**src/rtl/mux4_rr_sched_pkg.sv**
```systemverilog
// Shared types and helpers for the round-robin mux scheduler.
// Grant selection scans from the requester after the last winner.
package mux_sched_pkg;

  localparam int NREQ  = 4;
  localparam int IDX_W = 2;

  typedef enum logic [1:0] {
    IDLE,
    LOAD,
    HOLD
  } sched_state_t;

  // First set request scanning last+1, last+2, last+3, last (mod 4)
  function automatic logic [IDX_W-1:0] rr_pick(
    input logic [NREQ-1:0]  req,
    input logic [IDX_W-1:0] last
  );
    logic [IDX_W-1:0] g;
    logic [IDX_W-1:0] idx;
    logic             hit;
    g   = last;
    hit = 1'b0;
    for (int k = 1; k <= NREQ; k++) begin
      idx = last + IDX_W'(k);
      if (!hit && req[idx]) begin
        g   = idx;
        hit = 1'b1;
      end
    end
    return g;
  endfunction

endpackage

```
**src/rtl/mux4_rr_sched_if.sv**
```systemverilog
// Requester / downstream bundle of the round-robin scheduler.
// slave is the scheduler's view, master the environment's view.
interface mux4_rr_sched_if
  import mux_sched_pkg::*;
#(
  parameter int DW = 2
);

  logic [NREQ-1:0]  req;
  logic [DW-1:0]    d0;
  logic [DW-1:0]    d1;
  logic [DW-1:0]    d2;
  logic [DW-1:0]    d3;
  logic             out_ready;
  logic [IDX_W-1:0] sel;
  logic             out_valid;
  logic [DW-1:0]    out_data;
  logic [IDX_W-1:0] out_src;
  logic [NREQ-1:0]  ack;
  logic             busy;

  modport slave (
    input  req, d0, d1, d2, d3, out_ready,
    output sel, out_valid, out_data, out_src, ack, busy
  );

  modport master (
    output req, d0, d1, d2, d3, out_ready,
    input  sel, out_valid, out_data, out_src, ack, busy
  );

endinterface

```
**src/rtl/mux4_1.sv**
```systemverilog
// Purely combinational 4:1 datapath multiplexer.
// Select is owned by the scheduler in front of it.
module mux4_1 #(
  parameter int DW = 2
) (
  input  logic [DW-1:0] d0,
  input  logic [DW-1:0] d1,
  input  logic [DW-1:0] d2,
  input  logic [DW-1:0] d3,
  input  logic [1:0]    sel,
  output logic [DW-1:0] mux_out
);

  // Route the selected requester word
  always_comb begin
    mux_out = d0;
    unique case (sel)
      2'd0: mux_out = d0;
      2'd1: mux_out = d1;
      2'd2: mux_out = d2;
      2'd3: mux_out = d3;
      default: mux_out = d0;
    endcase
  end

endmodule

```
**src/rtl/mux4_rr_sched.sv**
```systemverilog
// Round-robin scheduler owning the mux4_1 select.
// Captures the granted word and hands it downstream valid/ready.
module mux4_rr_sched
  import mux_sched_pkg::*;
#(
  parameter int DW = 2
) (
  input logic             clk,
  input logic             rst_n,
  mux4_rr_sched_if.slave  bus
);

  sched_state_t     state;
  logic [IDX_W-1:0] last;
  logic [IDX_W-1:0] sel_q;
  logic             vld_q;
  logic [DW-1:0]    data_q;
  logic [IDX_W-1:0] src_q;
  logic [NREQ-1:0]  ack_q;
  logic             busy_q;
  logic [DW-1:0]    mux_out;

  mux4_1 #(
    .DW(DW)
  ) u_mux (
    .d0      (bus.d0),
    .d1      (bus.d1),
    .d2      (bus.d2),
    .d3      (bus.d3),
    .sel     (sel_q),
    .mux_out (mux_out)
  );

  // Arbitrate in IDLE, capture in LOAD, wait for handshake in HOLD
  always_ff @(posedge clk) begin
    if (!rst_n) begin
      state  <= IDLE;
      last   <= IDX_W'(NREQ - 1);
      sel_q  <= '0;
      vld_q  <= 1'b0;
      data_q <= '0;
      src_q  <= '0;
      ack_q  <= '0;
      busy_q <= 1'b0;
    end else begin
      ack_q <= '0;
      unique case (state)
        IDLE: begin
          if (|bus.req) begin
            sel_q  <= rr_pick(bus.req, last);
            state  <= LOAD;
            busy_q <= 1'b1;
          end
        end
        LOAD: begin
          if (bus.req[sel_q]) begin
            data_q <= mux_out;
            src_q  <= sel_q;
            vld_q  <= 1'b1;
            ack_q  <= NREQ'(1) << sel_q;
            state  <= HOLD;
          end else begin
            state  <= IDLE;
            busy_q <= 1'b0;
          end
        end
        HOLD: begin
          if (vld_q && bus.out_ready) begin
            vld_q  <= 1'b0;
            last   <= src_q;
            state  <= IDLE;
            busy_q <= 1'b0;
          end
        end
        default: begin
          state  <= IDLE;
          busy_q <= 1'b0;
        end
      endcase
    end
  end

  assign bus.sel       = sel_q;
  assign bus.out_valid = vld_q;
  assign bus.out_data  = data_q;
  assign bus.out_src   = src_q;
  assign bus.ack       = ack_q;
  assign bus.busy      = busy_q;

endmodule

```
**src/flat_wrapper.sv**
```systemverilog
// flat-port wrapper written by rule: the top's interface ports become plain ports
module mux4_rr_sched_flat import mux_sched_pkg::*;
#(
  parameter int DW = 2
)
  (clk, rst_n, bus_req, bus_d0, bus_d1, bus_d2, bus_d3, bus_out_ready, bus_sel, bus_out_valid, bus_out_data, bus_out_src, bus_ack, bus_busy);
  mux4_rr_sched_if #(.DW(DW)) bus_i ();
  input logic clk;
  input logic rst_n;
  input wire logic [$bits(bus_i.req)-1:0] bus_req;
  input wire logic [$bits(bus_i.d0)-1:0] bus_d0;
  input wire logic [$bits(bus_i.d1)-1:0] bus_d1;
  input wire logic [$bits(bus_i.d2)-1:0] bus_d2;
  input wire logic [$bits(bus_i.d3)-1:0] bus_d3;
  input wire logic [$bits(bus_i.out_ready)-1:0] bus_out_ready;
  output wire logic [$bits(bus_i.sel)-1:0] bus_sel;
  output wire logic [$bits(bus_i.out_valid)-1:0] bus_out_valid;
  output wire logic [$bits(bus_i.out_data)-1:0] bus_out_data;
  output wire logic [$bits(bus_i.out_src)-1:0] bus_out_src;
  output wire logic [$bits(bus_i.ack)-1:0] bus_ack;
  output wire logic [$bits(bus_i.busy)-1:0] bus_busy;
  assign bus_i.req = bus_req;
  assign bus_i.d0 = bus_d0;
  assign bus_i.d1 = bus_d1;
  assign bus_i.d2 = bus_d2;
  assign bus_i.d3 = bus_d3;
  assign bus_i.out_ready = bus_out_ready;
  assign bus_sel = bus_i.sel;
  assign bus_out_valid = bus_i.out_valid;
  assign bus_out_data = bus_i.out_data;
  assign bus_out_src = bus_i.out_src;
  assign bus_ack = bus_i.ack;
  assign bus_busy = bus_i.busy;
  mux4_rr_sched #(.DW(DW)) u_core (.clk(clk), .rst_n(rst_n), .bus(bus_i));
endmodule
```
**config.mk**
```make
export PLATFORM = sky130hd
export DESIGN_NAME = mux4_rr_sched_flat
export DESIGN_NICKNAME = d
export VERILOG_FILES = /design/src/rtl/mux4_rr_sched_pkg.sv /design/src/rtl/mux4_rr_sched_if.sv /design/src/rtl/mux4_1.sv /design/src/rtl/mux4_rr_sched.sv /design/src/flat_wrapper.sv
export SDC_FILE = /design/constraint.sdc
export NUM_CORES = 1
export LEC_CHECK = 0
export ABC_CLOCK_PERIOD_IN_PS = 1700
export CORE_UTILIZATION = 40
export DETAILED_ROUTE_END_ITERATION = 8
export DONT_BUFFER_PORTS = 1
export GPL_TIMING_DRIVEN = 0
export HOLD_SLACK_MARGIN = 0.05
export PLACE_DENSITY = 0.61
export SLEW_MARGIN = 10
export SYNTH_ARGS = -nofsm -noshare
export SYNTH_HDL_FRONTEND = slang
export SYNTH_SLANG_ARGS = --single-unit
```
**constraint.sdc**
```tcl
create_clock -name clk -period 1.7 [get_ports clk]
set_clock_uncertainty 0.1 [all_clocks]
set_input_delay 0.34 -clock clk [delete_from_list [all_inputs] [get_ports clk]]
set_output_delay 0.34 -clock clk [all_outputs]
set_load 0.1 [all_outputs]
```
==> reports/summary.txt, run 1 <==
Post-DRT Antenna Nets: 0
Number of hold violations in the final report: 0
Failing checks: setup timing
Slowest cell on the critical path: sky130_fd_sc_hd__dfxtp_4
Worst setup EP type: flip-flop
Antenna violations before repair: 0
CP arrival: 1890 ps
Maximum net fanout on the critical path: 5
Async SR Flop Fraction: 0
Crit path buf inv count: 1
Final nets: 121
Wire length per cell after detailed routing: 14.5 µm
Number of buffers inserted for hold repair after clock tree synthesis: 0
Syn_nets: 111
Count of H-tree levels built during CTS: 1
Number of vias in the routed layout: 725
Delay of the slowest cell on the worst path: 550 ps
Gpl congestion: 0.708
Gate family responsible for the most delay along the worst path: flip-flops
Number of instances in the synthesized netlist: 93
Max Clk Rate: 555 MHz
Number of clock sinks: 16
RSZ-0062 raised after global routing: true
Wire length after detailed routing: 1870 µm
Cell Chain, Critical Path: buf_8 -> mux2_4 -> o2bb2ai_4 -> o31a_1 -> o21a_1
Transition time of the tightest slew-check pin: 961 ps
Final number of setup-violating endpoints: 5
Yosys reg bits: 16
Area of all sequential standard cells: 342 µm²
Cell taking the most area after synthesis: sky130_fd_sc_hd__dfxtp_1
Ports: 27
Startpoint of the worst setup timing path: u_core.bus.sel[0]
Min-Delay Path Class: input pin to flip-flop
Instance count after placement with tap cells included: 120
Via count of the first global-routing pass: 696
Largest net degree at the start of global routing: 11
CTS buffer count: 3
Launch instance of the worst register-to-register path: u_core.bus.sel[0]
Most common cell in the synthesized netlist: sky130_fd_sc_hd__dfxtp_1
Clock period minus final worst setup slack: 1800 ps
Fraction of final layout cells sized beyond drive strength 1: 0.284
Area occupied by multi-input gates: 549 µm²
Die H: 49.5 µm
Share of the synthesized area in the top cell type: 0.355
Detailed placement HPWL: 1320 µm
Area enclosed by the die boundary: 2450 µm²
Via-per-instance ratio: 5.62
Startpoint of the lowest-slack hold path: bus_out_ready
MaxCap Viol Count: 0
GRT overflow: 0
Part of the cycle the worst path needs: 1.06
Power per cell area: 1020 nW/µm²
TritonCTS clock tree: built
Worst vdd rail ir drop: 0.609 mV
Worst setup SP type: flip-flop
Max-slew violation total from the final report: 0
Most common flop cell mapped by yosys: sky130_fd_sc_hd__dfxtp_1
Required time at the worst-slack endpoint: 1780 ps
Wire length of the first global-routing pass: 3270 µm
Clock-pin slew on the worst setup and hold paths: 90 ps
Core region area: 2040 µm²
Area growth from synthesis to layout: 16.5%
Initial core utilization: 0.442
Number of port buffers: 0
Area contributors post-synth: sky130_fd_sc_hd__dfxtp_1, sky130_fd_sc_hd__mux2i_1, sky130_fd_sc_hd__mux4_1
Worst-case hold slack: 168 ps
Antenna cell count: 0
Clock latency on the worst-skew pair: 290 ps
Number of unique standard cell types used by synthesis: 37
Syn avg cell area: 9.70 µm²
Row cnt: 16
Number of warnings reported in the yosys synthesis log: 0
DRC viols: 0
Number of DRC markers in iteration 0: 11
Number of detailed-route iterations in the first pass: 4
Placement-stage worst setup slack: -145 ps
Root cell of the clock tree: sky130_fd_sc_hd__clkbuf_4
Run status: complete, but fails checks
Die X-Extent: 49.5 µm
Number of synthesized flops with an enable pin: 0
Leakage dissipation: 0.416 nW
Startpoint-to-endpoint class of the critical path: flip-flop to flip-flop
Global-route total usage across every layer: 0.177
Headroom to the max-slew limit: 0.358
Synthesized cell area: 902 µm²
Number of standard cells in the final layout excluding fillers: 129
Minimum setup slack in the final design: -103 ps
Number of filler cells placed in the layout: 213
Clock tree buffer depth: 2
Post-synthesis sequential area ratio: 0.355
Top cells by count, synth: sky130_fd_sc_hd__dfxtp_1, sky130_fd_sc_hd__nand2_1, sky130_fd_sc_hd__nor2b_1
[cell type report]
cell class                      instances  area share
Tap cell                               27      0.0321
Inverter                                5      0.0179
Sequential cell                        16       0.325
Clock buffer                            4      0.0250
Buffer                                  5      0.0298
Timing Repair Buffer                    5      0.0476
Multi-Input combinational cell         67       0.523
[registers in the layout (all words and copies together), names as in the netlist]
| signal | cells |
|---|---|
| u_core.bus.out_src | 2 |
| u_core.bus.ack | 4 |
| u_core.bus.out_valid | 1 |
| u_core.bus.busy | 1 |
| u_core.bus.out_data | 2 |
| u_core.last | 2 |
| u_core.bus.sel | 2 |
| u_core.state | 2 |
[worst register-to-register path: stages, from the launching register on]
cell,delay (ps)
sky130_fd_sc_hd__dfxtp_4,550
sky130_fd_sc_hd__buf_8,170
sky130_fd_sc_hd__mux2_4,330
sky130_fd_sc_hd__o2bb2ai_4,150
sky130_fd_sc_hd__o31a_1,290
sky130_fd_sc_hd__o21a_1,100
[routing by layer]
layer / vias up / track usage / part of all wire
met5: - / 0 / 0
met2: 21 / 0.295 / 0.47
met4: 0 / 0.0429 / 0.010
li1: 356 / - / -
met1: 343 / 0.216 / 0.46
met3: 5 / 0.0648 / 0.060
[worst paths after layout]
kind | end | slack [ps] | cells past startpoint
setup / recovery | u_core.bus.busy | -100 | 5
hold reg to reg | u_core.state[1] | 450 | 2
setup reg to reg | u_core.bus.busy | -100 | 5
hold / removal | u_core.bus.out_valid | 170 | 2
[timing repair]
action | CTS | global route
pin swaps | 1 | 0
buffers inserted | 4 | 1
setup endpoints to repair | 11 | 12
endpoints found under the hold margin | 0 | 0
gates resized for setup | 8 | 7
cloned | 0 | 0
[stage by stage]
| step | TNS (ps) | instance area [µm²] | total power, mW | util |
|---|---|---|---|---|
| 2_1_floorplan | -61.9 | 921 | 0.790 | - |
| 3_3_place_gp | -162 | 955 | 0.822 | 0.468 |
| 3_5_place_dp | -186 | 955 | 0.826 | 0.468 |
| 4_1_cts | -300 | 1030 | 1.08 | 0.503 |
| 5_1_grt | -745 | 1050 | 1.14 | 0.515 |
| 6_report | -310 | 1050 | 1.08 | 0.515 |
[report_power, final]
group / internal [mW] / switching [mW] / leakage [nW]
Clock: 0.0912 / 0.118 / 0.0150
Sequential: 0.413 / 0.207 / 0.136
Combinational: 0.137 / 0.109 / 0.264
[layout by cell type, fill, tap and decap left out, types with 2 or more instances in the layout]
master,count
sky130_fd_sc_hd__nor3b_1,2
sky130_fd_sc_hd__buf_4,4
sky130_fd_sc_hd__o21ai_0,3
sky130_fd_sc_hd__clkbuf_4,3
sky130_fd_sc_hd__nand2_1,8
sky130_fd_sc_hd__dfxtp_1,5
sky130_fd_sc_hd__clkbuf_1,4
sky130_fd_sc_hd__nand3_1,2
sky130_fd_sc_hd__nor2_1,4
sky130_fd_sc_hd__a21oi_1,2
sky130_fd_sc_hd__dfxtp_4,3
sky130_fd_sc_hd__nor2b_1,8
sky130_fd_sc_hd__dfxtp_2,8
sky130_fd_sc_hd__inv_1,5
sky130_fd_sc_hd__ha_1,3
sky130_fd_sc_hd__o21ai_1,2
sky130_fd_sc_hd__o32ai_1,2
sky130_fd_sc_hd__mux4_2,2
sky130_fd_sc_hd__mux2i_1,7
sky130_fd_sc_hd__o211a_1,2
[kinds of logic (layout without fill, tap and decap cells)]
logic type,Yosys count,after routing,synth area share
adders and majority gates,3,3,0.0416
buffers and inverters,10,19,0.0513
DFF,16,16,0.355
and+or+nand+nor,32,32,0.203
AOI/OAI and AO/OA,21,21,0.182
muxes,11,11,0.168
(Power assumes the default switching activity.)
==> run 2, diff against run 1 <==
TNS_END_PERCENT = 10   (was not set)
==> reports/summary.txt, run 2 (synthesis gave the netlist of run 1 again) <==
Number of hold violations in the final report: 0 (unchanged)
Clk network pwr share: 0.195 (about the same)
Min-Delay Path Class: input pin to flip-flop
Area of all sequential standard cells: 339 µm² (-0.73%)
Antenna cell count: 0 (unchanged)
Number of detailed-route iterations in the first pass: 4 (unchanged)
Largest net degree at the start of global routing: 11 (unchanged)
Cell Chain, Critical Path: buf_8 -> mux2_4 -> o2bb2ai_4 -> o31a_1 -> o21a_1
Worst setup SP type: flip-flop
Combinational fraction of design power: 0.226 (-0.003)
Number of vias in the routed layout: 725 (unchanged)
Via-per-instance ratio: 5.66 (+0.78%)
Area enclosed by the die boundary: 2450 µm² (unchanged)
Number of port buffers: 0 (unchanged)
Failing checks: setup timing
Transition time of the tightest slew-check pin: 961 ps (+0.0121 ps)
Wire length of the first global-routing pass: 3200 µm (-2.1%)
Via count of the first global-routing pass: 689 (-1.0%)
Final nets: 120 (-0.83%)
Worst setup EP type: flip-flop
Area occupied by multi-input gates: 549 µm² (unchanged)
Area growth from synthesis to layout: 15.4%
Max Clk Rate: 550 MHz (-0.78%)
Placement-stage worst setup slack: -145 ps (unchanged)
Part of the total power dissipated in sequential elements: 0.579 (+0.002)
Most common cell after layout, fill and taps aside: sky130_fd_sc_hd__dfxtp_2
GRT overflow: 0 (unchanged)
Power per cell area: 1030 nW/µm² (+0.31%)
Post-DRT Antenna Nets: 0 (unchanged)
Max-slew violation total from the final report: 0 (unchanged)
Sum Neg Setup Slack: -245 ps (+64.8 ps)
Count of H-tree levels built during CTS: 1 (unchanged)
Leakage dissipation: 0.410 nW (-1.3%)
DRC viols: 0 (unchanged)
Net Sw Frac: 0.406 (+0.00143)
Headroom to the max-slew limit: 0.358 (about the same)
CP arrival: 1900 ps (about the same)
Post-route total power: 1.07 mW (-0.65%)
Crit path buf inv count: 1 (unchanged)
TritonCTS clock tree: built
Slowest cell on the critical path: sky130_fd_sc_hd__dfxtp_4
Ports: 27 (unchanged)
Initial core utilization: 0.442 (unchanged)
Gpl congestion: 0.708 (unchanged)
Fraction of final layout cells sized beyond drive strength 1: 0.277 (-0.00709)
Clock tree buffer depth: 2 (unchanged)
Root cell of the clock tree: sky130_fd_sc_hd__clkbuf_4
Minimum setup slack in the final design: -117 ps (-14.1 ps)
Clock latency on the worst-skew pair: 290 ps (about the same)
Number of standard cells in the final layout excluding fillers: 128 (-0.78%)
Part of the cycle the worst path needs: 1.07 (+0.00830)
MaxCap Viol Count: 0 (unchanged)
Maximum net fanout on the critical path: 6 (+1)
Antenna violations before repair: 0 (unchanged)
Global-route total usage across every layer: 0.172 (-0.00465)
Run status: complete, but fails checks
Delay of the slowest cell on the worst path: 550 ps (about the same)
Number of clock sinks: 16 (unchanged)
Number of DRC markers in iteration 0: 10 (-1)
Commonest cells after routing, fill and taps aside: sky130_fd_sc_hd__dfxtp_2, sky130_fd_sc_hd__nand2_1, sky130_fd_sc_hd__nor2b_1
Required time at the worst-slack endpoint: 1780 ps (about the same)
RSZ-0062 raised after global routing: true
CTS buffer count: 3 (unchanged)
Wire length per cell after detailed routing: 14.6 µm (+1.0%)
Clock period minus final worst setup slack: 1820 ps (+14.1 ps)
Detailed placement HPWL: 1320 µm (unchanged)
Final number of setup-violating endpoints: 3 (-2)
Number of filler cells placed in the layout: 214 (+0.47%)
Clock-pin slew on the worst setup and hold paths: 90 ps (about the same)
Instance count after placement with tap cells included: 120 (unchanged)
Number of flip-flops in the largest register: 4 (unchanged)
Gate family responsible for the most delay along the worst path: flip-flops
Die H: 49.5 µm (unchanged)
Wire length after detailed routing: 1870 µm (+0.21%)
Internal power: 635 µW (-0.89%)
Die X-Extent: 49.5 µm (unchanged)
Worst vdd rail ir drop: 0.607 mV (-0.39%)
Net switching power: 433 µW (-0.30%)
Row cnt: 16 (unchanged)
Core region area: 2040 µm² (unchanged)
Startpoint-to-endpoint class of the critical path: flip-flop to flip-flop
run 2: timing repair:
action                                  4_1_cts  5_1_grt
endpoints found under the setup margin       11       12
resized for setup                             6        8
endpoints found under the hold margin         0        0
hold buffers                                  0        0
gates cloned                                  0        0
pin swaps                                     1        0
setup buffers                                 3        1
run 2: path summary, 6_finish.rpt:
path                                   startpoint                    to  slack (ps)  depth (start not counted)
worst max-delay path            u_core.bus.sel[0]       u_core.bus.busy        -120                          5
worst min-delay path                bus_out_ready  u_core.bus.out_valid         170                          2
worst max register to register  u_core.bus.sel[0]       u_core.bus.busy        -120                          5
worst min register to register    u_core.state[1]       u_core.state[1]         450                          2
run 2: layer usage:
| metal | wire length, µm | global-route usage | vias to the layer above |
|---|---|---|---|
| met4 | 19 | 0.0429 | 0 |
| met5 | 0 | 0 | - |
| met3 | 97 | 0.0648 | 5 |
| met1 | 881 | 0.208 | 347 |
| li1 | - | - | 354 |
| met2 | 876 | 0.288 | 19 |
run 2: power groups by stage:
stage	Combinational (mW)	Clock (mW)	Sequential (mW)
finish	0.241	0.209	0.619
floorplan	0.172	0	0.619
global placement	0.197	0	0.624
CTS	0.232	0.219	0.619
global route	0.268	0.236	0.625
detailed placement	0.200	0	0.626
run 2: cell type report:
cell class                 count  share of cell area
clock buffer                   4              0.0252
sequential                    16               0.326
multi-input combinational     67               0.528
timing repair buffer           4              0.0409
inverter                       5              0.0180
tap                           27              0.0325
buffer                         5              0.0300
run 2: per-stage QoR:
step           cell area (µm²)  hold slack (ps)  utilization
3_5_place_dp               955              436        0.468
6_report                  1040              172        0.510
5_1_grt                   1040              161        0.510
4_1_cts                   1020              163        0.500
3_3_place_gp               955              436        0.468
2_1_floorplan              921              409            -
run 2: worst reg2reg max path, stage by stage, from the launching register on:
cell and delay (ps):
sky130_fd_sc_hd__dfxtp_4 550, sky130_fd_sc_hd__buf_8 170, sky130_fd_sc_hd__mux2_4 330, sky130_fd_sc_hd__o2bb2ai_4 160, sky130_fd_sc_hd__o31a_1 290, sky130_fd_sc_hd__o21a_1 100
==> run 3, diff against run 2 <==
ABC_AREA = 1   (was not set)
==> reports/summary.txt, run 3 <==
Hold path depth: 2 (unchanged)
Final nets: 166 (+38%)
Number of warnings reported in the yosys synthesis log: 0 (unchanged)
Combinational fraction of design power: 0.279 (+0.053)
Count of H-tree levels built during CTS: 1 (unchanged)
Post-synthesis sequential area ratio: 0.350 (-0.00534)
DRC viols: 0 (unchanged)
Clock period minus final worst setup slack: 1680 ps (-139 ps)
Number of vias in the routed layout: 910 (+26%)
Transition time of the tightest slew-check pin: 933 ps (-28.0 ps)
Die X-Extent: 49.9 µm (+0.73%)
Root cell of the clock tree: sky130_fd_sc_hd__clkbuf_4
Number of hold violations in the final report: 0 (unchanged)
Core region area: 2060 µm² (+0.98%)
Via-per-instance ratio: 5.23 (-7.7%)
Area enclosed by the die boundary: 2490 µm² (+1.5%)
Power per cell area: 1370 nW/µm² (+34%)
Post-DRT Antenna Nets: 0 (unchanged)
Leakage dissipation: 0.512 nW (+25%)
Number of clock sinks: 16 (unchanged)
Internal power: 750 µW (+18%)
Part of the total power dissipated in sequential elements: 0.551 (-0.028)
Max Clk Rate: 596 MHz (+8.3%)
Placed cell area: 958 µm² (+0.39%)
Final number of setup-violating endpoints: 0 (-3)
Clock-pin slew on the worst setup and hold paths: 100 ps (about the same)
Antenna violations before repair: 0 (unchanged)
Area growth from synthesis to layout: 18.0%
MaxCap Viol Count: 0 (unchanged)
Most common cell in the synthesized netlist: sky130_fd_sc_hd__nand2_1
Maximum net fanout on the critical path: 1 (-5)
Ports: 27 (unchanged)
Max-slew violation total from the final report: 0 (unchanged)
Number of unique standard cell types used by synthesis: 21 (-43%)
Launch instance of the worst register-to-register path: u_core.bus.sel[1]
Gpl congestion: 0.818 (+15%)
Headroom to the max-slew limit: 0.377 (+0.0187)
Startpoint of the lowest-slack hold path: rst_n
Min-Delay Path Class: input pin to flip-flop
Most common cell after layout, fill and taps aside: sky130_fd_sc_hd__nand2_1
Required time at the worst-slack endpoint: 1260 ps (-520 ps)
Worst Reg-to-Reg Cells: 9 (+4)
Clock tree buffer depth: 2 (unchanged)
Async SR Flop Fraction: 0 (unchanged)
Yosys reg bits: 16 (unchanged)
Die H: 49.9 µm (+0.73%)
CP arrival: 1240 ps (-660 ps)
Syn_nets: 155 (+40%)
Worst hold path endpoint: u_core.state[1]
Reg-to-reg slack, setup: 30 ps (+150 ps)
Clock latency on the worst-skew pair: 290 ps (about the same)
Run status: complete, no violations
Syn avg cell area: 6.69 µm² (-31%)
Number of flip-flops in the largest register: 4 (unchanged)
Number of detailed-route iterations in the first pass: 4 (unchanged)
Global-route total usage across every layer: 0.182 (+0.00972)
Number of port buffers: 0 (unchanged)
Row cnt: 16 (unchanged)
Wire length after detailed routing: 2130 µm (+14%)
Initial core utilization: 0.444 (+0.00239)
Wire length per cell after detailed routing: 12.2 µm (-17%)
Top cells by count, synth: sky130_fd_sc_hd__nand2_1, sky130_fd_sc_hd__nand3_1, sky130_fd_sc_hd__dfxtp_1
Layout Cell Area excl Fill: 1080 µm² (+3.8%)
Wire length of the first global-routing pass: 3460 µm (+8.0%)
Reg-to-Reg End: u_core.bus.out_data[0]
Utilization after layout: 0.524 (+0.0145)
Worst setup EP type: output pin
Synthesized cell area: 916 µm² (+1.5%)
Number of synthesized flops with an enable pin: 0 (unchanged)
Detailed placement HPWL: 1630 µm (+24%)
Worst vdd rail ir drop: 0.868 mV (+43%)
Via count of the first global-routing pass: 799 (+16%)
Commonest cells after routing, fill and taps aside: sky130_fd_sc_hd__nand2_1, sky130_fd_sc_hd__nand3_1, sky130_fd_sc_hd__a21oi_1
Share of the synthesized area in the top cell type: 0.350 (-0.00534)
Worst setup SP type: flip-flop
Most common flop cell mapped by yosys: sky130_fd_sc_hd__dfxtp_1
Net Sw Frac: 0.495 (+0.0898)
Area contributors post-synth: sky130_fd_sc_hd__dfxtp_1, sky130_fd_sc_hd__nand2_1, sky130_fd_sc_hd__nand3_1
TritonCTS clock tree: built
Number of DRC markers in iteration 0: 17 (+7)
Largest net degree at the start of global routing: 11 (unchanged)
Cell taking the most area after synthesis: sky130_fd_sc_hd__dfxtp_1
Part of the cycle the worst path needs: 0.987 (-0.0816)
GRT overflow: 0 (unchanged)
Startpoint-to-endpoint class of the critical path: flip-flop to output pin
Net switching power: 736 µW (+70%)
Number of instances in the synthesized netlist: 137 (+47%)
Clk network pwr share: 0.170 (-0.025)
Fraction of final layout cells sized beyond drive strength 1: 0.245 (-0.0323)
RSZ-0062 raised after global routing: true
Antenna cell count: 0 (unchanged)
CTS buffer count: 3 (unchanged)
run 3: changes by cell type in the layout (fill, tap and decap cells not counted), sizes merged, moves of 3 or more:
cell | previous run | this run
mux2i | 8 | 0
clkbuf | 7 | 4
o21ai | 5 | 11
nand3 | 2 | 20
a21oi | 2 | 15
nand2 | 8 | 42
nor2b | 8 | 0
inv | 5 | 19
run 3: repair_timing:
action,CTS,global route
resized for setup,9,7
setup endpoints to repair,9,12
setup buffers,2,4
hold buffers,0,0
pin swaps,1,2
run 3: stage by stage:
| step | total power, mW | hold slack (ps) | cells | TNS, ps | setup slack, ps |
|---|---|---|---|---|---|
| after floorplan | 1.09 | 356 | 137 | 0 | 18.8 |
| after global placement | 1.15 | 374 | 164 | -280 | -114 |
| after detailed placement | 1.16 | 377 | 164 | -563 | -182 |
| after CTS | 1.44 | 62.8 | 170 | 0 | 11.4 |
| after global routing | 1.58 | 62.0 | 174 | -278 | -44.5 |
| final | 1.49 | 68.4 | 174 | 0 | 21.9 |
run 3: worst register-to-register path, cell delays in order (launching register included):
cell                      delay, ps
sky130_fd_sc_hd__dfxtp_4        610
sky130_fd_sc_hd__inv_4           90
sky130_fd_sc_hd__nand2_2         90
sky130_fd_sc_hd__inv_2           50
sky130_fd_sc_hd__nand2_2         70
sky130_fd_sc_hd__nand2_4         60
sky130_fd_sc_hd__o21ai_4        240
sky130_fd_sc_hd__nor2_2          70
sky130_fd_sc_hd__inv_2          130
sky130_fd_sc_hd__o21ai_1         70
run 3: kinds of logic after synthesis:
| logic type | synth area share |
|---|---|
| AND/OR/NAND/NOR | 0.354 |
| AO/OA/AOI/OAI | 0.163 |
| adder cells (fa/ha/maj) | 0.0410 |
| flip-flops | 0.350 |
| buffers and inverters | 0.0929 |
run 3: cell type report:
class                   count  area (µm²)
clock buffers               4        36.3
flip-flops and latches     16         338
multi-input cells         101         531
repair buffers              6        52.6
inverters                  19        78.8
fillers                   201         981
plain buffers               1        11.3
well taps                  27        33.8
run 3: per-layer routing:
metal	part of all wire	up-vias	global-route usage
li1	-	469	-
met2	0.52	30	0.315
met1	0.41	409	0.217
met4	0.0047	0	0.0286
met3	0.064	2	0.0648
met5	0	-	0
run 3: power groups by stage:
stage / sequential (mW) / combinational (mW) / clock (mW)
after floorplan: 0.798 / 0.289 / 0
after global placement: 0.813 / 0.335 / 0
after detailed placement: 0.814 / 0.349 / 0
after CTS: 0.817 / 0.367 / 0.259
after global routing: 0.828 / 0.475 / 0.272
final: 0.819 / 0.415 / 0.253
run 3: worst max path at each step:
| stage | start | to | slack [ps] | cells past startpoint |
|---|---|---|---|---|
| after global placement | u_core.bus.out_valid | u_core.bus.busy | -110 | 5 |
| after global routing | u_core.bus.sel[1] | u_core.bus.out_data[0] | -40 | 9 |
| after floorplan | u_core.bus.out_valid | u_core.bus.busy | 20 | 5 |
| final | u_core.bus.ack[0] | bus_ack[0] | 20 | 0 |
| after detailed placement | u_core.bus.out_valid | u_core.bus.busy | -180 | 5 |
| after CTS | u_core.bus.sel[0] | u_core.bus.out_src[0] | 10 | 9 |
